===== src/rtl/button_event_decoder.sv =====
// Per-channel button event decoder: press/release/long-press/auto-repeat pulses plus a held level.
// Auto-repeat is compiled in only when BUTTON_EVENT_AUTO_REPEAT_EN is defined.
module button_event_decoder #(
    parameter int unsigned BUTTON_COUNT  = 5,
    parameter int unsigned COUNTER_WIDTH = 24
) (
    input  logic                     i_clock,
    input  logic                     i_reset_n,
    input  logic [BUTTON_COUNT-1:0]  i_buttons,
    input  logic [COUNTER_WIDTH-1:0] i_long_press_count,
    input  logic [COUNTER_WIDTH-1:0] i_repeat_count,
    output logic [BUTTON_COUNT-1:0]  o_press_pulse,
    output logic [BUTTON_COUNT-1:0]  o_release_pulse,
    output logic [BUTTON_COUNT-1:0]  o_long_press_pulse,
    output logic [BUTTON_COUNT-1:0]  o_repeat_pulse,
    output logic [BUTTON_COUNT-1:0]  o_held
);

    localparam logic [COUNTER_WIDTH-1:0] CNT_ONE = COUNTER_WIDTH'(1);
    localparam logic [COUNTER_WIDTH-1:0] CNT_MAX = '1;

    typedef enum logic [1:0] {
        ST_IDLE    = 2'd0,
        ST_PRESSED = 2'd1,
        ST_LONG    = 2'd2
    } state_t;

`ifndef BUTTON_EVENT_AUTO_REPEAT_EN
    logic unused_repeat_count;
    assign unused_repeat_count = ^i_repeat_count;
`endif

    for (genvar gi = 0; gi < int'(BUTTON_COUNT); gi++) begin : g_chan
        state_t                   state, state_nxt;
        logic [COUNTER_WIDTH-1:0] hold, hold_nxt, hold_inc;
        logic                     press_q, press_nxt;
        logic                     release_q, release_nxt;
        logic                     long_q, long_nxt;
        logic                     held_q;
`ifdef BUTTON_EVENT_AUTO_REPEAT_EN
        logic [COUNTER_WIDTH-1:0] rep, rep_nxt;
        logic                     repeat_q, repeat_nxt;
`endif

        // Hold count including the current sample, saturating at all-ones.
        assign hold_inc = (hold == CNT_MAX) ? hold : hold + CNT_ONE;

        always_comb begin
            state_nxt   = state;
            hold_nxt    = hold;
            press_nxt   = 1'b0;
            release_nxt = 1'b0;
            long_nxt    = 1'b0;
`ifdef BUTTON_EVENT_AUTO_REPEAT_EN
            rep_nxt     = rep;
            repeat_nxt  = 1'b0;
`endif
            unique case (state)
                ST_IDLE: begin
                    if (i_buttons[gi]) begin
                        state_nxt = ST_PRESSED;
                        hold_nxt  = CNT_ONE;
                        press_nxt = 1'b1;
                    end
                end
                ST_PRESSED: begin
                    if (!i_buttons[gi]) begin
                        state_nxt   = ST_IDLE;
                        hold_nxt    = '0;
                        release_nxt = 1'b1;
                    end else begin
                        hold_nxt = hold_inc;
                        if ((i_long_press_count != '0) && (hold_inc >= i_long_press_count)) begin
                            state_nxt = ST_LONG;
                            long_nxt  = 1'b1;
`ifdef BUTTON_EVENT_AUTO_REPEAT_EN
                            rep_nxt   = CNT_ONE;
`endif
                        end
                    end
                end
                ST_LONG: begin
                    if (!i_buttons[gi]) begin
                        state_nxt   = ST_IDLE;
                        hold_nxt    = '0;
                        release_nxt = 1'b1;
`ifdef BUTTON_EVENT_AUTO_REPEAT_EN
                        rep_nxt     = '0;
                    end else if (i_repeat_count != '0) begin
                        // rep counts cycles since the last long/repeat pulse.
                        if (rep >= i_repeat_count) begin
                            rep_nxt    = CNT_ONE;
                            repeat_nxt = 1'b1;
                        end else begin
                            rep_nxt = rep + CNT_ONE;
                        end
`endif
                    end
                end
                default: begin
                    state_nxt = ST_IDLE;
                    hold_nxt  = '0;
                end
            endcase
        end

        always_ff @(posedge i_clock or negedge i_reset_n) begin
            if (!i_reset_n) begin
                state     <= ST_IDLE;
                hold      <= '0;
                press_q   <= 1'b0;
                release_q <= 1'b0;
                long_q    <= 1'b0;
                held_q    <= 1'b0;
`ifdef BUTTON_EVENT_AUTO_REPEAT_EN
                rep       <= '0;
                repeat_q  <= 1'b0;
`endif
            end else begin
                state     <= state_nxt;
                hold      <= hold_nxt;
                press_q   <= press_nxt;
                release_q <= release_nxt;
                long_q    <= long_nxt;
                held_q    <= (state_nxt != ST_IDLE);
`ifdef BUTTON_EVENT_AUTO_REPEAT_EN
                rep       <= rep_nxt;
                repeat_q  <= repeat_nxt;
`endif
            end
        end

        assign o_press_pulse[gi]      = press_q;
        assign o_release_pulse[gi]    = release_q;
        assign o_long_press_pulse[gi] = long_q;
        assign o_held[gi]             = held_q;
`ifdef BUTTON_EVENT_AUTO_REPEAT_EN
        assign o_repeat_pulse[gi]     = repeat_q;
`else
        assign o_repeat_pulse[gi]     = 1'b0;
`endif
    end

endmodule


===== config.mk =====
export PLATFORM = sky130hd
export DESIGN_NAME = button_event_decoder
export DESIGN_NICKNAME = d
export VERILOG_FILES = /design/src/rtl/button_event_decoder.sv
export SDC_FILE = /design/constraint.sdc
export NUM_CORES = 1
export LEC_CHECK = 0
export CAP_MARGIN = 0
export CORE_ASPECT_RATIO = 1.1
export CORE_MARGIN = 2
export CORE_UTILIZATION = 50
export CTS_BUF_LIST = sky130_fd_sc_hd__clkbuf_2
export DETAILED_ROUTE_END_ITERATION = 16
export HOLD_SLACK_MARGIN = 0.06
export PLACE_DENSITY = 0.72
export SLEW_MARGIN = 20
export SYNTH_ARGS = -nofsm -noshare
export SYNTH_HDL_FRONTEND = slang
export SYNTH_SLANG_ARGS = --single-unit

===== constraint.sdc =====
create_clock -name i_clock -period 3.1 [get_ports i_clock]
set_clock_uncertainty 0.05 [all_clocks]
set_input_delay 0.465 -clock i_clock [delete_from_list [all_inputs] [get_ports i_clock]]
set_output_delay 0.465 -clock i_clock [all_outputs]
set_load 0.01 [all_outputs]

**After elaboration in Yosys (flattened, before gate mapping)**

Cells that the tools add are included.

- Register bits after elaboration: 150
- Output and inout port bits: 25
- Logic and storage cells: 176

- Add/sub/neg operators: 5
- Magnitude comparators: 5
- Eq/ne operators: 25
- Muxes and demuxes: 85
- Reductions and logical operators: 26

Operator list:

| kind | count |
|---|---|
| 2-to-1 mux 24 bit | 20 |
| one-hot mux 24 bit (3 select lines) | 5 |
| adder 24 x 1 -> 24 bit (second input constant) | 5 |
| equality test 24 bit (second input constant) | 5 |
| greater-or-equal comparator 24 bit | 5 |
| 2-to-1 mux 2 bit | 20 |
| 2-to-1 mux 1 bit | 35 |
| one-hot mux 2 bit (3 select lines) | 5 |
| nonzero test 24 bit | 1 |
| != test 2 bit (second input constant) | 10 |
| equality test 2 x 1 -> 1 bit (second input constant) | 5 |
| equality test 2 bit (second input constant) | 5 |
| logical NOT 2 bit | 5 |
| AND reduction 2 bit | 5 |
| nonzero test 2 bit | 5 |
| OR reduction 2 bit | 5 |
| logical AND 1 bit | 5 |

**Longest topological paths before layout**

Gate-level depths: netlist of the first run.

- Depth in word-level cells: 8
- Mapped depth: 16

**Worst setup path after synthesis of the first run**

No wires, ideal clock.

- Path type: reg-to-reg
- Start: register g_chan[4].hold[0]
- End: register g_chan[4].state[0]
- Data arrival time: 3.084 ns
- Required time: 2.956 ns
- Setup slack: -0.128 ns
- Cell stages (with the launch flop): 15
- Buffers on the path: 1
- Period minus slack after synthesis: 3.228 ns
- Cell sequence: dfrtp_1 ha_1 clkbuf_2 inv_1 or4_4 nor3_4 nand3_2 xnor2_1 ha_1 a21oi_1 nand2_1 a221oi_1 o21ai_0 o211a_1 a211oi_1

- Longest elaborated chain between the ends: 7
- Elaborated cells on any way between the ends: 8

RTL lines:

| item | RTL line | text |
|---|---|---|
| start: declaration | 35 | `logic [COUNTER_WIDTH-1:0] hold, hold_nxt, hold_inc;` |
| start signal: assignment | 121 | `hold <= hold_nxt;` |
| adder 24 x 1 -> 24 bit / equality test 24 bit (equally long branches) | 46 | `assign hold_inc = (hold == CNT_MAX) ? hold : hold + CNT_ONE;` |
| 2-to-1 mux 24 bit * | 46 |  |
| greater-or-equal comparator 24 bit * | 73 | `if ((i_long_press_count != '0) && (hold_inc >= i_long_press_count)) begin` |
| logical AND 1 bit * | 73 |  |
| 2-to-1 mux 2 bit * | 73 |  |
| 2-to-1 mux 2 bit * | 67 | `if (!i_buttons[gi]) begin` |
| one-hot mux 2 bit (3 select lines) * | 58 | `unique case (state)` |
| named net g_chan[4].state_nxt[0] | 34 | `state_t state, state_nxt;` |
| end signal: assignment | 120 | `state <= state_nxt;` |
| end: declaration | 34 |  |

The timed path passes the listed nets; every way through them passes the cells marked *.
A chain may end at the register's enable or synchronous reset.

**Worst setup path in the final report of the first run**

Same ends and word-level chain as after synthesis.

==> metrics.cfg, run 1 <==
[outcome]
outcome=finished with violations
failed_checks=setup timing

[timing]
tns_ns=-1.11
finalCritPeriodShare_pct=106
finalSetupViolCount=12
rsz0062_at_grt=yes
period_needed_ns=3.30
max_freq_ghz=0.303
hold_viol_final=0
max_slew_margin_pct=60.3
drv_slew=0
fin_ws_ns=-0.197
worst_pin_slew_ns=0.595

[drt]
wl_per_cell_um=18.5
drc_errors=0
drt_iter0_drc=1245
vias_per_cell=6.06
wl_mm=39.3
first_pass_iters=6
routed-via-count=12900
ant_nets=0

[worst_setup_path]
regToRegSetupSlack_ns=-0.20
reg2reg_from=g_chan[4].hold[0]$_DFFE_PN0P_
crit_cells=14
setup.worst_path.end=g_chan[4].state[0]$_DFF_PN0_
cp.arrival_ns=4.00
slowest_stage=or4_4
crit_type=reg2reg
worstPathRequired_ns=3.80
critPathTopFamily=simple AND/OR/NAND/NOR gates
critical_path.cell_chain=ha_2, inv_2, or4_4, nor3_4, buf_4, xor2_2, ha_1, nand2_1, nor4_2, buf_4, a221oi_4, o21ai_4, o211a_1, a211oi_2
crit_fanout=4
slowest_delay_ns=0.51
end_kind=flip-flop
timing.rr.end=g_chan[4].state[0]$_DFF_PN0_
cpMostUsedCell=buf_4
cp-startpoint=g_chan[4].hold[0]$_DFFE_PN0P_
cp-start-kind=flip-flop
critPathBufInv=3
worstRegToRegCells=14

[synthesis]
synth.most_common_cell=dfrtp_1
synth_area_sq_um=12600
synthTopCellsByCount=150 x dfrtp_1, 145 x ha_1, 139 x nand2_1
synth_top_area_cell=dfrtp_1
synth_edf_count=0
yosys_register_bits=150
avgSynthCellArea_sq_um=8.65
synth-main-ff-cell=dfrtp_1
yosys.area.top_type_share_pct=29.7
synth.distinct_cells=66
synthTopCellsByArea=dfrtp_1 30%, ha_1 14%, xnor2_1 5.2%, o21ai_0 5.0%, nand2_1 4.1%
synthArstFlopShare_pct=100
ys_seq_area_share_pct=29.7
synth_cells=1460
yosysWarnings=0

[place]
io_buffers=50
hpwl_mm=26.2
gp_congestion=0.889

[floorplanning]
num_rows=61
coreArea_sq_um=25000
die_x_um=156
dieArea_sq_um=26500
io_pins=80
start_util_pct=50.4
die_h_um=171

[clock_tree]
cts_tree=yes
clock_path_buffers=2
htree_levels=4
clkTransAtPathRegs_ns=0.28
cts_buffers=17
cts.sinks=150
ctsRootBufferMaster=clkbuf_2
clock_latency_ns=0.83

[global_route]
grt_pass1_wl_mm=59.7
overflow=0
grtUsageMet3_pct=4.74
met1_usage_pct=33.3
top_usage_layer=met2
gr-usage-all-layers_pct=28.2
use_met2_pct=49.0
grt_antenna_before_repair=2
first_global_vias=12200
grt_max_degree=72

[hold_path]
hp-class=in2reg

[power]
vdd_drop_max_mv=0.307
p_per_area_nw_per_um2=360
p_leak_nw=8.19

[final_layout]
area_growth_syn_to_layout_pct=33.2
nFillCells=1905
final_nets=1997
final_core_util_pct=67.2
drive_gt1_share_pct=30.4

[job]
cap_violations=0

[cell families after synthesis]
family          Yosys count  share of synthesized area [%]
compound gates          429                           21.8
xor+xnor                109                           7.56
fa+ha+maj               145                           14.4
buf+inv                 144                           5.48
flops                   150                           29.7
mux                      16                           1.38
other cells               1                         0.0297
simple gates            466                           19.6
[per-layer routing]
metal	wire length [um]	share of wire [%]
met5	14	0.036
met3	2480	6.3
met4	2110	5.4
met2	19400	49
met1	15400	39
[registers in the layout, indices dropped and copies added (netlist names)]
signal	cells
g_chan.hold	120
g_chan.state	10
g_chan.held_q	5
g_chan.long_q	5
g_chan.press_q	5
g_chan.release_q	5
[power by group]
group | total [mW] | internal [mW] | switching [mW]
clock network | 1.15 | 0.253 | 0.900
registers | 2.27 | 2.13 | 0.133
logic | 2.63 | 1.10 | 1.53
[placed cells by master (no fill, tap or decap), types with 15 or more instances in the layout]
cell type and n:
and3_1 19, dfrtp_1 150, nand2_1 130, a21o_1 19, nand3_1 61, o31ai_1 40, a22o_1 22, xnor2_1 59
a21oi_1 94, inv_1 48, o21ai_0 107, xor2_1 28, nand2b_1 15, nand4_1 35, buf_4 338, clkdlybuf4s50_1 49
nor2_1 55, xnor2_2 16, clkbuf_2 17, a31oi_1 55, ha_1 141
[final cells by class]
class	count	area [sq um]	area share, %
tap	315	394	2.34
antenna	1	2.50	0.0149
sequential	150	3750	22.3
multi-input combinational	1170	8950	53.2
clock inverter	15	133	0.788
clock buffer	17	85.1	0.506
timing repair buffer	408	3310	19.7
inverter	50	188	1.12
[stage by stage]
| step | hold slack [ns] | power [mW] | instances | setup slack [ns] | area [sq um] |
|---|---|---|---|---|---|
| 6_report | 0.243 | 6.05 | 2126 | -0.197 | 16800 |
| 5_1_grt | 0.199 | 6.41 | 2126 | -0.331 | 16800 |
| 3_3_place_gp | 0.383 | 4.60 | 2020 | -0.230 | 15200 |
| 4_1_cts | 0.211 | 5.91 | 2088 | -0.0239 | 16000 |
| 2_1_floorplan | 0.119 | 3.89 | 1464 | -0.00825 | 12700 |
| 3_5_place_dp | 0.385 | 4.69 | 2020 | -0.336 | 15200 |
[how the worst min path moves through the flow]
stage,depth (start not counted),from,end,slack (ns)
after global placement,1,i_reset_n,g_chan[0].press_q$_DFF_PN0_,0.38
final,3,i_buttons[2],g_chan[2].release_q$_DFF_PN0_,0.24
after floorplan,0,i_reset_n,g_chan[0].held_q$_DFF_PN0_,0.12
after global routing,3,i_buttons[2],g_chan[2].release_q$_DFF_PN0_,0.20
after detailed placement,1,i_reset_n,g_chan[0].press_q$_DFF_PN0_,0.39
after CTS,3,i_buttons[0],g_chan[0].long_q$_DFF_PN0_,0.21
[tightest hold or removal path, stage by stage]
cell,delay [ns]
clkdlybuf4s50_1,0.45
buf_4,0.16
nor2b_1,0.06
[timing repair]
action                                  4_1_cts  5_1_grt
pin swaps                                    43       82
gates resized for setup                      71      111
cloned                                        0        0
buffers inserted                             34       38
endpoints found under the setup margin       20       21
endpoints found under the hold margin       150        0
hold buffers                                  3        0
Power figures use the tool's default switching activity.
==> run 2: changes to the inputs <==
Settings changed: PLACE_DENSITY 0.72 to 0.69.
Clock period 3.1 ns to 3.9 ns, I/O delays scaled along.
==> run 2 against run 1 <==
Effect of this change: register-to-register slack improved by 0.45 ns; sequential share of layout area increased by 5.2 points; critical endpoint is now g_chan[0].state[0]$_DFF_PN0_; setup slack better by 0.45 ns; first-iteration DRC count fell by 39%; final cell count down 15%; clock power fell by 14%; via count shrank 14%; combinational power fell by 35%; the flow now finishes without violations; count of clock-buffer cells in the layout is 2 higher; utilization down 13 points; sequential cell count unchanged; cell area shrank 19%.
==> metrics.cfg, run 2 (synthesis gave the netlist of run 1 again) <==
[timing]
period_needed_ns=3.65  ; was 3.30 ns
worst_pin_slew_ns=0.908  ; was 0.595 ns
finalSetupViolCount=0  ; was 12
tns_ns=0  ; was -1.11 ns
finalCritPeriodShare_pct=93.6  ; was 106%
fin_hold_ws_ns=0.399  ; was 0.243 ns
drv_slew=0  ; unchanged
rsz0062_at_grt=no  ; was yes
hold_viol_final=0  ; unchanged
max_slew_margin_pct=39.5  ; was 60.3%
max_freq_ghz=0.274  ; was 0.303 GHz

[worst_setup_path]
end_kind=flip-flop  ; unchanged
crit_type=reg2reg  ; unchanged
cpMostUsedCell=nand2_1  ; was buf_4
worstRegToRegCells=14  ; unchanged
worstPathRequired_ns=4.52  ; was 3.80 ns
reg2reg_from=g_chan[0].hold[16]$_DFFE_PN0P_  ; was g_chan[4].hold[0]$_DFFE_PN0P_
timing.rr.end=g_chan[0].state[0]$_DFF_PN0_  ; was g_chan[4].state[0]$_DFF_PN0_
regToRegSetupSlack_ns=0.25  ; was -0.20 ns
critical_path.cell_chain=and4_1, and3_1, a31oi_4, nand2_1, nor2_1, xor2_1, ha_1, nand2_1, nor4_1, a221oi_1, o21ai_0, buf_4, o211a_1, a211oi_1  ; was ha_2, inv_2, or4_4, nor3_4, buf_4, xor2_2, ha_1, nand2_1, nor4_2, buf_4, a221oi_4, o21ai_4, o211a_1, a211oi_2
cp-start-kind=flip-flop  ; unchanged
cp-startpoint=g_chan[0].hold[16]$_DFFE_PN0P_  ; was g_chan[4].hold[0]$_DFFE_PN0P_
slowest_delay_ns=0.50  ; was 0.51 ns
crit_fanout=14  ; was 4
cp.arrival_ns=4.27  ; was 4.00 ns
slowest_stage=dfrtp_1  ; was or4_4

[floorplanning]
start_util_pct=50.4  ; unchanged
io_pins=80  ; unchanged
coreArea_sq_um=25000  ; unchanged
num_rows=61  ; unchanged
dieArea_sq_um=26500  ; unchanged
die_x_um=156  ; unchanged
die_h_um=171  ; unchanged

[power]
p_per_area_nw_per_um2=333  ; was 360 nW/um^2
p_leak_nw=6.28  ; was 8.19 nW
vdd_drop_max_mv=0.218  ; was 0.307 mV

[place]
io_buffers=50  ; unchanged
gp_congestion=0.858  ; was 0.889
hpwl_mm=23.5  ; was 26.2 mm
placed_area_sq_um=13300  ; was 15200 sq um

[clock_tree]
cts_buffers=17  ; unchanged
clock_path_buffers=2  ; unchanged
clock_latency_ns=0.77  ; was 0.83 ns
cts.sinks=150  ; unchanged
clkTransAtPathRegs_ns=0.24  ; was 0.28 ns
cts_tree=yes  ; unchanged
ctsRootBufferMaster=clkbuf_2  ; unchanged
htree_levels=4  ; unchanged

[drt]
drt_iter0_drc=754  ; was 1245
ant_nets=0  ; unchanged
routed-via-count=11100  ; was 12900
vias_per_cell=6.14  ; was 6.06
wl_per_cell_um=18.5  ; about the same
first_pass_iters=6  ; unchanged
wl_mm=33.4  ; was 39.3 mm
drc_errors=0  ; unchanged

[final_layout]
drive_gt1_share_pct=7.90  ; was 30.4%
top_regs=g_chan.hold: 120 flops, g_chan.state: 10 flops  ; unchanged
largest_register_ffs=120  ; unchanged
area_growth_syn_to_layout_pct=7.94  ; was 33.2%
final_nets=1680  ; was 1997
multi_input_area_sq_um=8220  ; was 8950 sq um
mostFrequentLayoutCells=148 x dfrtp_1, 145 x ha_1, 139 x nand2_1  ; was 338 x buf_4, 150 x dfrtp_1, 141 x ha_1
final_common_cell=dfrtp_1  ; was buf_4
stdcell_area_sq_um=13600  ; was 16800 sq um
seqCellArea_sq_um=3760  ; was 3750 sq um
nFillCells=2321  ; was 1905
top_register=g_chan.hold  ; unchanged

[global_route]
grt_antenna_before_repair=1  ; was 2
grt_max_degree=103  ; was 72
overflow=0  ; unchanged
grt_pass1_wl_mm=54.1  ; was 59.7 mm
first_global_vias=10500  ; was 12200
gr-usage-all-layers_pct=25.7  ; was 28.2%

[hold_path]
hp-class=in2async  ; was in2reg

[job]
cap_violations=0  ; unchanged

[outcome]
outcome=completed  ; was finished with violations

run 2: cell count changes in the layout (fill, tap and decap cells not counted), sizes merged:
cell         previous run  this run
clkinv                  4         7
dlygate4sd3             2         1
clkbuf                 17        20
bufinv                  0         3
buf                   357        40
clkinvlp                0         3
inv                    61        50
run 2: area by class of cell:
type                    count  share of cell area (%)
inverters                  50                    1.38
clock inverters            13                    1.16
multi-input cells        1170                    60.3
diodes                      1                  0.0184
repair buffers             91                    5.98
flip-flops and latches    150                    27.6
clock buffers              19                   0.698
well taps                 315                    2.89
run 2: worst max path at each step:
| stage | to | slack [ns] |
|---|---|---|
| detailed placement | g_chan[2].held_q$_DFF_PN0_ | 0.14 |
| global route | g_chan[4].state[0]$_DFF_PN0_ | 0.0007 |
| floorplan | g_chan[4].state[0]$_DFF_PN0_ | 0.67 |
| CTS | g_chan[2].held_q$_DFF_PN0_ | 0.08 |
| finish | g_chan[0].state[0]$_DFF_PN0_ | 0.25 |
| global placement | g_chan[2].held_q$_DFF_PN0_ | 0.20 |
run 2: critical path, delay by kind of cell, from the launching register on:
kind	cells	cell delay [ns]
AO/OA/AOI/OAI	5	1.27
XOR/XNOR	1	0.17
adder cells (fa/ha/maj)	1	0.26
buffers and inverters	1	0.18
flip-flops	1	0.50
AND/OR/NAND/NOR	6	1.14
run 2: timing repair:
item	CTS	global route
resized for setup	0	9
buffers inserted	0	0
hold buffers	1	0
hold endpoints to repair	99	0
endpoints found under the setup margin	0	11
run 2: where the power goes:
group | internal [mW] | switching [mW] | leakage, nW
clock network | 0.359 | 0.628 | 0.147
registers | 1.70 | 0.153 | 2.04
logic | 0.683 | 1.02 | 4.09
run 2: routing by layer:
metal	part of all wire, %	vias up	global-route usage [%]
li1	-	5432	-
met5	0	-	0
met1	45	5321	34.4
met2	47	313	43.4
met4	1.8	0	7.86
met3	6.1	36	3.55
run 2: through the flow:
| stage | instances | setup slack [ns] | power, mW | utilization, % |
|---|---|---|---|---|
| floorplan | 1464 | 0.672 | 3.09 | - |
| detailed placement | 1775 | 0.138 | 3.57 | 53.3 |
| global route | 1809 | 0.000692 | 4.87 | 54.4 |
| CTS | 1808 | 0.0846 | 4.57 | 54.3 |
| global placement | 1775 | 0.196 | 3.53 | 53.3 |
| finish | 1809 | 0.251 | 4.54 | 54.4 |
